## config.mk

```make
export PLATFORM = sky130hd
export DESIGN_NAME = trap_arbiter_flat
export DESIGN_NICKNAME = d
export VERILOG_FILES = /design/src/rtl/trap_arbiter_if.sv /design/src/rtl/trap_arbiter.sv /design/src/flat_wrapper.sv
export SDC_FILE = /design/constraint.sdc
export NUM_CORES = 1
export LEC_CHECK = 0
export CAP_MARGIN = 40
export CORE_MARGIN = 2
export CORE_UTILIZATION = 45
export CTS_CLUSTER_DIAMETER = 150
export CTS_CLUSTER_SIZE = 24
export DETAILED_ROUTE_END_ITERATION = 8
export DONT_BUFFER_PORTS = 1
export PLACE_DENSITY_LB_ADDON = 0.3
export RECOVER_POWER = 25
export SETUP_SLACK_MARGIN = 0.2
export SYNTH_ARGS = -nofsm -noshare
export SYNTH_HDL_FRONTEND = slang
export SYNTH_SLANG_ARGS = --single-unit
```

## constraint.sdc

```tcl
create_clock -name clk -period 3.9 [get_ports clk]
set_clock_uncertainty 0.2 [all_clocks]
set_input_delay 0.78 -clock clk [delete_from_list [all_inputs] [get_ports clk]]
set_output_delay 0.78 -clock clk [all_outputs]
set_load 0.05 [all_outputs]
```

## src/rtl/trap_arbiter_if.sv

```systemverilog
// Bundle of trap-source, CPU write and mode-FSM signals seen by trap_arbiter.
// master drives events and CPU writes; slave is the arbiter itself.
interface trap_arbiter_if #(
    parameter int NUM_SRC = 4
);
    logic [NUM_SRC-1:0] src_req;
    logic               trap_state;
    logic               mask_wr;
    logic               ack_wr;
    logic [7:0]         wr_data;
    logic               trap_condition;
    logic [2:0]         cause;
    logic               cause_valid;
    logic [NUM_SRC-1:0] pending;
    logic [NUM_SRC-1:0] mask;
    logic               overrun;

    modport master (
        output src_req, trap_state, mask_wr, ack_wr, wr_data,
        input  trap_condition, cause, cause_valid, pending, mask, overrun
    );

    modport slave (
        input  src_req, trap_state, mask_wr, ack_wr, wr_data,
        output trap_condition, cause, cause_valid, pending, mask, overrun
    );
endinterface

```

## src/rtl/trap_arbiter.sv

```systemverilog
// Merges edge-triggered trap sources into a single trap request with a frozen
// priority cause, one trap in flight and a hold-off gap between traps.
module trap_arbiter #(
    parameter int NUM_SRC = 4,
    parameter int HOLDOFF = 8
) (
    input  logic           clk,
    input  logic           rst_n,
    trap_arbiter_if.slave  bus
);
    typedef enum logic [1:0] {IDLE, REQ, ACTIVE, HOLD} state_t;

    localparam int         HOLD_LOAD_I = (HOLDOFF > 0) ? HOLDOFF - 1 : 0;
    localparam logic [7:0] HOLD_LOAD   = HOLD_LOAD_I[7:0];

    state_t             state_q;
    logic [7:0]         hold_cnt_q;
    logic               trap_condition_q;
    logic [2:0]         cause_q;
    logic               cause_valid_q;
    logic [NUM_SRC-1:0] src_prev_q;
    logic [NUM_SRC-1:0] pending_q, pending_d;
    logic [NUM_SRC-1:0] mask_q, mask_d;
    logic               overrun_q, overrun_d;

    logic [NUM_SRC-1:0] riseEvt;
    logic [NUM_SRC-1:0] acceptEvt;
    logic [NUM_SRC-1:0] ackClr;
    logic [NUM_SRC-1:0] eligible;
    logic [2:0]         winner;
    logic               unusedWrBits;

    assign unusedWrBits = ^bus.wr_data;

    // A new event always beats a same-cycle software clear, for both pending and overrun.
    always_comb begin
        riseEvt   = bus.src_req & ~src_prev_q;
        acceptEvt = riseEvt & mask_q;
        ackClr    = bus.ack_wr ? bus.wr_data[NUM_SRC-1:0] : '0;
        pending_d = (pending_q & ~ackClr) | acceptEvt;
        overrun_d = (overrun_q & ~(bus.ack_wr & bus.wr_data[7])) | (|(acceptEvt & pending_q));
        mask_d    = bus.mask_wr ? bus.wr_data[NUM_SRC-1:0] : mask_q;
        eligible  = pending_q & mask_q;
        winner    = '0;
        for (int i = NUM_SRC - 1; i >= 0; i--) begin
            if (eligible[i]) begin
                winner = 3'(i);
            end
        end
    end

    always_ff @(posedge clk or negedge rst_n) begin
        if (!rst_n) begin
            src_prev_q <= '0;
            pending_q  <= '0;
            mask_q     <= '0;
            overrun_q  <= 1'b0;
        end else begin
            src_prev_q <= bus.src_req;
            pending_q  <= pending_d;
            mask_q     <= mask_d;
            overrun_q  <= overrun_d;
        end
    end

    // Priority is sampled only when leaving IDLE; cause stays frozen until the next trap.
    always_ff @(posedge clk or negedge rst_n) begin
        if (!rst_n) begin
            state_q          <= IDLE;
            hold_cnt_q       <= '0;
            trap_condition_q <= 1'b0;
            cause_q          <= '0;
            cause_valid_q    <= 1'b0;
        end else begin
            case (state_q)
                IDLE: begin
                    if ((|eligible) && !bus.trap_state) begin
                        cause_q          <= winner;
                        cause_valid_q    <= 1'b1;
                        trap_condition_q <= 1'b1;
                        state_q          <= REQ;
                    end
                end
                REQ: begin
                    if (bus.trap_state) begin
                        trap_condition_q <= 1'b0;
                        state_q          <= ACTIVE;
                    end
                end
                ACTIVE: begin
                    if (!bus.trap_state) begin
                        cause_valid_q <= 1'b0;
                        hold_cnt_q    <= HOLD_LOAD;
                        state_q       <= (HOLDOFF == 0) ? IDLE : HOLD;
                    end
                end
                HOLD: begin
                    if (hold_cnt_q == 8'd0) begin
                        state_q <= IDLE;
                    end else begin
                        hold_cnt_q <= hold_cnt_q - 8'd1;
                    end
                end
                default: state_q <= IDLE;
            endcase
        end
    end

    assign bus.trap_condition = trap_condition_q;
    assign bus.cause          = cause_q;
    assign bus.cause_valid    = cause_valid_q;
    assign bus.pending        = pending_q;
    assign bus.mask           = mask_q;
    assign bus.overrun        = overrun_q;
endmodule

```

## src/flat_wrapper.sv

```systemverilog
// flat-port wrapper written by rule: the top's interface ports become plain ports
module trap_arbiter_flat 
#(
    parameter int NUM_SRC = 4,
    parameter int HOLDOFF = 8
)
  (clk, rst_n, bus_src_req, bus_trap_state, bus_mask_wr, bus_ack_wr, bus_wr_data, bus_trap_condition, bus_cause, bus_cause_valid, bus_pending, bus_mask, bus_overrun);
  trap_arbiter_if #(.NUM_SRC(NUM_SRC)) bus_i ();
  input  logic clk;
  input  logic rst_n;
  input wire logic [$bits(bus_i.src_req)-1:0] bus_src_req;
  input wire logic [$bits(bus_i.trap_state)-1:0] bus_trap_state;
  input wire logic [$bits(bus_i.mask_wr)-1:0] bus_mask_wr;
  input wire logic [$bits(bus_i.ack_wr)-1:0] bus_ack_wr;
  input wire logic [$bits(bus_i.wr_data)-1:0] bus_wr_data;
  output wire logic [$bits(bus_i.trap_condition)-1:0] bus_trap_condition;
  output wire logic [$bits(bus_i.cause)-1:0] bus_cause;
  output wire logic [$bits(bus_i.cause_valid)-1:0] bus_cause_valid;
  output wire logic [$bits(bus_i.pending)-1:0] bus_pending;
  output wire logic [$bits(bus_i.mask)-1:0] bus_mask;
  output wire logic [$bits(bus_i.overrun)-1:0] bus_overrun;
  assign bus_i.src_req = bus_src_req;
  assign bus_i.trap_state = bus_trap_state;
  assign bus_i.mask_wr = bus_mask_wr;
  assign bus_i.ack_wr = bus_ack_wr;
  assign bus_i.wr_data = bus_wr_data;
  assign bus_trap_condition = bus_i.trap_condition;
  assign bus_cause = bus_i.cause;
  assign bus_cause_valid = bus_i.cause_valid;
  assign bus_pending = bus_i.pending;
  assign bus_mask = bus_i.mask;
  assign bus_overrun = bus_i.overrun;
  trap_arbiter #(.NUM_SRC(NUM_SRC), .HOLDOFF(HOLDOFF)) u_core (.clk(clk), .rst_n(rst_n), .bus(bus_i));
endmodule
```

Word-level counts from Yosys, hierarchy flattened
Index checks and enable logic that the tools add are counted.
Word-level totals
  flip-flop bits (word level): 28
  bits of input ports: 17
Cells by class
  add/sub/neg operators: 1
  eq/ne operators: 8
  muxes and demuxes: 18
  bitwise gates (word level): 12
  reduce and logical (&&, ||, !) cells: 14
Operators with widths (number)
  AND 4 bit: 5
  2-to-1 mux 8 bit: 2
  one-hot mux 8 bit (2 select lines): 1
  2-to-1 mux 2 bit: 5
  2-to-1 mux 3 bit: 3
  AND reduction 3 bit: 3
  zero test 8 bit: 1
  inverter 4 bit: 2
  one-hot mux 2 bit (4 select lines): 1
  OR reduction 4 bit: 2
  subtractor 8 x 1 -> 8 bit, second input constant: 1
  != test 2 bit, second input constant: 3
  nonzero test 2 bit: 3
  equality test 2 bit, second input constant: 2
  2-to-1 mux 4 bit: 1
  != test 2 x 1 -> 1 bit, second input constant: 2
  OR 4 bit: 1
  one-hot mux 1 bit (2 select lines): 2
  AND reduction 4 bit: 1
  2-to-1 mux 1 bit: 3
  AND 1 bit: 2
  equality test 2 x 1 -> 1 bit, second input constant: 1
  zero test 2 bit: 1
  AND reduction 2 bit: 1
  other kinds (4): 4

Depth between registers and ports, before layout
Gate-level depths: netlist (run 1).
  depth after elaboration: 6
  mapped depth: 6

Least setup slack after synthesis (run 1)
No wires, ideal clock.
  path kind: input to register
  start point: input port bus_trap_state
  end point: register u_core.hold_cnt_q[7]
  setup time: 0.128 ns
  arrival time: 1.889 ns
  required time: 3.572 ns
  path slack: 1.684 ns
  cell stages on the path: 4
  path buffers: 0
  cells stage by stage: and2_1 -> a311o_1 -> nor4_1 -> mux2_1
On the way
  longest elaborated chain between the ends: 2
Ends and longest elaborated chain
  start, declared: RTL line flat_wrapper.sv:12  | input wire logic [$bits(bus_i.trap_state)-1:0] bus_trap_state;
  != test 2 bit (no source line)
  AND reduction 3 bit (no source line)
  end signal, assigned: RTL line trap_arbiter.sv:101  | hold_cnt_q <= hold_cnt_q - 8'd1;
  end, declared: RTL line trap_arbiter.sv:17  | logic [7:0] hold_cnt_q;
Every way passes these cells.
A chain may end at the register's enable or synchronous reset.

Worst setup path after layout (run 1)
  start point: register u_core.state_q[0]
  end point: register u_core.hold_cnt_q[7]
On the way
  longest elaborated chain between the ends: 3
  elaborated cells between the ends (all ways): 7
  those cells by class: eq/ne: 4; mux: 1; reduce/logical: 2
Ends and longest elaborated chain
  start, declared: RTL line trap_arbiter.sv:16  | state_t state_q;
  start signal, assigned: RTL line trap_arbiter.sv:94  | state_q <= (HOLDOFF == 0) ? IDLE : HOLD;
  equality test 2 bit: RTL line trap_arbiter.sv:75  | case (state_q)
  != test 2 bit (no source line) or nonzero test 2 bit (tied branches)
  AND reduction 3 bit (no source line)
Parallel ways exist; a longest one is shown, timed or not.

==> reports/metrics.cfg, run 1 <==
[die]
chipWidth_um=59.9
ios=31
die_y_um=59.9
die-area_um2=3590
initial_core_util=0.468
core.rowCount=20
coreArea_um2=3000

[timing]
finalWorstSetupSlack_ns=1.50
hold_ws_ns=0.269
period_minus_slack_ns=2.40
fin_crit_sh=0.616
final-max-slew-violation-count=0
worst_pin_slew_ns=1.41
fin_setup_tns_ns=0
slew_headroom=0.0606
hold_violations=0
rsz0062_at_grt=no
finalSetupViolCount=0
fmax_mhz=416

[synthesis]
synth_ff_type=dfrtp_1
syn_area_um2=1410
synth_seq_cells=27
syn_nets=159
async_flop_share=1.00
synth-edff-count=0
ys_types=38
synth_area_per_cell_um2=10.4
netlist_instances=135
ys_seq_area_frac=0.481
ys_warn_count=0

[power]
total_power_uw=1060
irDropWorstVdd_v=0.000340
p_leak_uw=0.000670
power.density_nw_per_um2=729

[final_layout]
final_cell_mix=27 x dfrtp_1, 15 x nand2_1, 9 x nor2_1, 7 x inv_1, 7 x ha_1
layout.nets=162
antenna_cells=0
drive_gt1_frac=0.0803
syn_to_final_growth_pct=4.01
final_common_cell=dfrtp_1

[cts]
clk_latency_ns=0.32
cts-root-buf=clkbuf_4
postCtsResizedCells=0
clkTransAtPathRegs_ns=0.15
htreeDepth=1
cts_sinks=27
numCtsBuffers=3
clockBufferDepth=2
tritoncts=yes

[grt]
grt_remaining_overflow=0
antenna_found_initial=0
grt_usage=0.163
grt_first_pass_wirelength_um=4510
grt_max_degree=28
grt_pass1_vias=1037

[setup_path]
start_kind=flip-flop
path_max_fanout=8
crit_required_ns=3.91
critPathKind=reg2reg
worstPathArrival_ns=2.42
setup.worst_path.end_class=flip-flop

[placement]
dp_slack_ns=1.52
dp_hpwl_um=2030
gp_congestion=0.796
port_buffers=0

[job]
maxCapViolCount=0

[detailed_routing]
wirelength_um=2630
post_drt_wl_per_cell_um=15.4
route.detailed.drc=0
vias=1018
drtIter0Drc=10
ant_nets=0
firstDrtPassIters=4
vias_per_cell=5.99

[min_path]
hp-class=in2reg

[run_status]
status=finished, final reports clean

-- cells by family after synthesis --
family,Yosys count,share of synthesized area
simple gates,47,0.167
compound gates,33,0.176
flops,27,0.481
buf+inv,10,0.0294
mux,10,0.0810
fa+ha+maj,7,0.0623
other cells,1,0.00267
-- cells in the mapped netlist (all sizes together), types with 3 or more instances --
cell	n	area share
or3	3	0.013
dfrtp	27	0.48
a21o	5	0.027
nor3	3	0.011
o21ai	5	0.020
ha	7	0.062
a211oi	3	0.016
a22oi	4	0.021
nand2	15	0.040
nor2b	4	0.018
nor4	4	0.018
a21oi	5	0.018
mux2	8	0.067
nor2	9	0.024
inv	7	0.019
-- worst max-delay path, stage by stage (launching register included) --
cell and delay (ns):
dfrtp_1 0.43, inv_1 0.13, ha_1 0.33, o21bai_1 0.14, a311o_1 0.42, nor4_1 0.30, mux2_1 0.35
-- state kept, by name, summed over array words and instances (netlist names) --
signal                     count
u_core.bus.overrun             1
u_core.state_q                 2
u_core.src_prev_q              4
u_core.bus.pending             4
u_core.hold_cnt_q              8
u_core.bus.trap_condition      1
u_core.bus.mask                4
u_core.bus.cause               2
u_core.bus.cause_valid         1
-- metrics by stage --
| stage | cells | utilization | instance area [um2] |
|---|---|---|---|
| 6_report | 170 | 0.487 | 1460 |
| 5_1_grt | 170 | 0.487 | 1460 |
| 4_1_cts | 170 | 0.492 | 1480 |
| 3_5_place_dp | 165 | 0.477 | 1430 |
| 3_3_place_gp | 165 | 0.477 | 1430 |
| 2_1_floorplan | 135 | - | 1410 |
-- report_power, final --
part / internal [uW] / leakage (uW) / total [uW] / switching (uW)
clock network: 39.9 / 0.0000150 / 120 / 80.5
registers: 357 / 0.000328 / 556 / 199
logic: 177 / 0.000328 / 388 / 211
total: 574 / 0.000670 / 1060 / 491
-- final timing paths --
check / startpoint / to / slack [ns] / depth (start not counted)
max: u_core.state_q[0] / u_core.hold_cnt_q[7] / 1.50 / 6
min: bus_src_req[0] / u_core.src_prev_q[0] / 0.27 / 0
max reg2reg: u_core.state_q[0] / u_core.hold_cnt_q[7] / 1.50 / 6
min reg2reg: u_core.hold_cnt_q[1] / u_core.hold_cnt_q[1] / 0.37 / 1
max in group asynchronous: rst_n / u_core.hold_cnt_q[7] / 2.12 / 1
min in group asynchronous: rst_n / u_core.hold_cnt_q[6] / 0.55 / 1
-- metal layers --
metal,share of wire,GRT usage,routed length [um],vias to the layer above
met1,0.44,0.201,1170,501
met5,0,0,0,-
met4,0.0053,0.0381,14,0
li1,-,-,-,498
met2,0.50,0.287,1310,17
met3,0.051,0.0368,135,2
-- area by class of cell --
type / instances / area (um2)
Sequential cell: 27 / 676
Fill cell: 280 / 1540
Multi-Input combinational cell: 98 / 688
Tap cell: 33 / 41.3
Clock buffer: 4 / 26.3
Timing Repair Buffer: 1 / 3.75
Inverter: 7 / 26.3
-- what timing repair did --
item,in CTS,in global routing
hold buffers,1,0
setup endpoints to repair,0,0
setup buffers,0,0
endpoints found under the hold margin,27,0
Power figures use the tool's default switching activity.
==> run 2: changes to the inputs <==
==> constraint.sdc (replaced) <==
create_clock -name clk -period 2.5 [get_ports clk]
set_clock_uncertainty 0.2 [all_clocks]
set_input_delay 0.5 -clock clk [delete_from_list [all_inputs] [get_ports clk]]
set_output_delay 0.5 -clock clk [all_outputs]
set_load 0.05 [all_outputs]
==> run 2 against run 1 <==
Clock power up 58%; global-route usage up 3.3 points; cell count up 10%; critical path depth unchanged; via count up 7.6%; die area unchanged; hold slack worse by 0.15 ns; flip-flop and latch count unchanged; non-clock buffer count up 17; sequential share of layout area down 5.2 points; count of clock-buffer cells in the layout unchanged; maximum frequency up 7.5%.
==> reports/metrics.cfg, run 2 (same netlist as run 1, synthesis figures left out) <==
[timing]
fin_crit_sh=0.894  ; +0.278
final-max-slew-violation-count=0  ; unchanged
finalSetupViolCount=0  ; unchanged
fin_setup_tns_ns=0  ; unchanged
hold_violations=0  ; unchanged
rsz0062_at_grt=no
period_minus_slack_ns=2.23  ; -0.168 ns
fmax_mhz=448  ; +7.5%

[setup_path]
worst-path-buf-inv=1  ; unchanged
crit_required_ns=2.53  ; -1.38 ns
setup.worst_path.end_class=flip-flop
max_stage_delay_ns=0.43  ; about the same
start_kind=flip-flop
cp-endpoint=u_core.hold_cnt_q[7]
crit_chain=inv_1 -> ha_4 -> o21bai_1 -> a311o_2 -> nor4_2 -> mux2_1
crit_cells=6  ; unchanged
critPathLaunch=u_core.state_q[0]
r2r_end=u_core.hold_cnt_q[7]
critPathKind=reg2reg
crit_family=compound AO/OA/AOI/OAI gates
r2r_slack_ns=0.27  ; -1.23 ns
r2r_cells=6  ; unchanged
worstPathArrival_ns=2.26  ; -0.16 ns
reg2reg_from=u_core.state_q[0]
slowest_stage=dfrtp_1
path_max_fanout=8  ; unchanged

[final_layout]
utilization=0.548  ; +0.0617
syn_to_final_growth_pct=17.2
layout.nets=179  ; +10%
antenna_cells=0  ; unchanged
drive_gt1_frac=0.188  ; +0.108
nFillCells=267  ; -4.6%
regMostFlops=u_core.hold_cnt_q
fin_cells=187  ; +10%
largest_reg_flops=8  ; unchanged
final_common_cell=dfrtp_1
final_cell_mix=27 x dfrtp_1, 15 x nand2_1, 12 x buf_4, 9 x nor2_1, 7 x inv_1

[cts]
clkTransAtPathRegs_ns=0.15  ; about the same
tritoncts=yes
numCtsBuffers=3  ; unchanged
clockBufferDepth=2  ; unchanged
cts_sinks=27  ; unchanged
clk_latency_ns=0.32  ; about the same
cts-root-buf=clkbuf_4
htreeDepth=1  ; unchanged

[placement]
gp_congestion=0.826  ; +3.8%
dp_hpwl_um=2200  ; +8.7%
dp.cells=175  ; +6.1%
port_buffers=0  ; unchanged

[power]
p_comb_frac=0.447  ; +0.082
p_clk_frac=0.106  ; -0.007
p_sw_uw=815  ; +66%
irDropWorstVdd_v=0.000585  ; +72%
swShare=0.455  ; -0.00560
power.density_nw_per_um2=1090  ; +49%
p_int_uw=976  ; +70%
p_leak_uw=0.000758  ; +13%
pwr-share-seq=0.447  ; -0.075

[detailed_routing]
wirelength_um=3030  ; +16%
route.detailed.drc=0  ; unchanged
vias_per_cell=5.86  ; -2.2%
firstDrtPassIters=4  ; unchanged
ant_nets=0  ; unchanged
post_drt_wl_per_cell_um=16.2  ; +5.0%
drtIter0Drc=42  ; +32
vias=1095  ; +7.6%

[grt]
grt_max_degree=28  ; unchanged
grt_first_pass_wirelength_um=5220  ; +16%
grt_remaining_overflow=0  ; unchanged
grt_pass1_vias=1159  ; +12%
grt_usage=0.196  ; +0.0333
antenna_found_initial=0  ; unchanged

[die]
core.rowCount=20  ; unchanged
die-area_um2=3590  ; unchanged
chipWidth_um=59.9  ; unchanged
initial_core_util=0.468  ; unchanged
die_y_um=59.9  ; unchanged
ios=31  ; unchanged
coreArea_um2=3000  ; unchanged

[run_status]
status=finished, final reports clean

[job]
maxCapViolCount=0  ; unchanged

[min_path]
hp-class=in2reg

-- run 2: worst min-delay path by stage --
stage,from,endpoint,slack (ns),depth (start not counted)
2_1_floorplan,rst_n,u_core.bus.cause[0],0.004,0
3_3_place_gp,rst_n,u_core.hold_cnt_q[4],0.006,0
3_5_place_dp,rst_n,u_core.hold_cnt_q[3],0.005,0
4_1_cts,bus_wr_data[2],u_core.bus.mask[2],0.10,1
5_1_grt,bus_wr_data[3],u_core.bus.mask[3],0.09,1
6_report,bus_wr_data[2],u_core.bus.mask[2],0.12,1
-- run 2: power by group through the flow --
stage	Clock, uW	Sequential (uW)	Combinational, uW
after floorplan	0	844	506
after CTS	198	799	755
final	190	800	801
after detailed placement	0	805	724
after global routing	212	818	887
after global placement	0	799	694
-- run 2: metal layers --
metal,track usage,vias to the layer above,share of wire
met5,0,-,0
met4,0.0794,0,0.015
met3,0.0606,6,0.066
met2,0.337,26,0.51
met1,0.225,534,0.41
li1,-,529,-
-- run 2: final cells by class --
class	instances	area [um2]	area share
Inverter	7	26.3	0.0160
Multi-Input combinational cell	98	717	0.435
Clock buffer	4	26.3	0.0160
Tap cell	33	41.3	0.0251
Sequential cell	27	676	0.410
Timing Repair Buffer	18	160	0.0973
-- run 2: stage by stage --
stage	instance area [um2]	setup slack (ns)	power, uW	hold slack, ns
2_1_floorplan	1410	0.353	1350	0.00441
3_5_place_dp	1510	0.170	1530	0.00541
4_1_cts	1620	0.217	1750	0.104
6_report	1650	0.266	1790	0.115
5_1_grt	1650	0.202	1920	0.0936
3_3_place_gp	1510	0.249	1490	0.00554
-- run 2: repair_timing --
item | in CTS | in global routing
hold endpoints to repair | 31 | 0
pin swaps | 0 | 0
hold buffers | 6 | 0
gates resized for setup | 3 | 3
buffers inserted | 0 | 2
endpoints found under the setup margin | 2 | 3
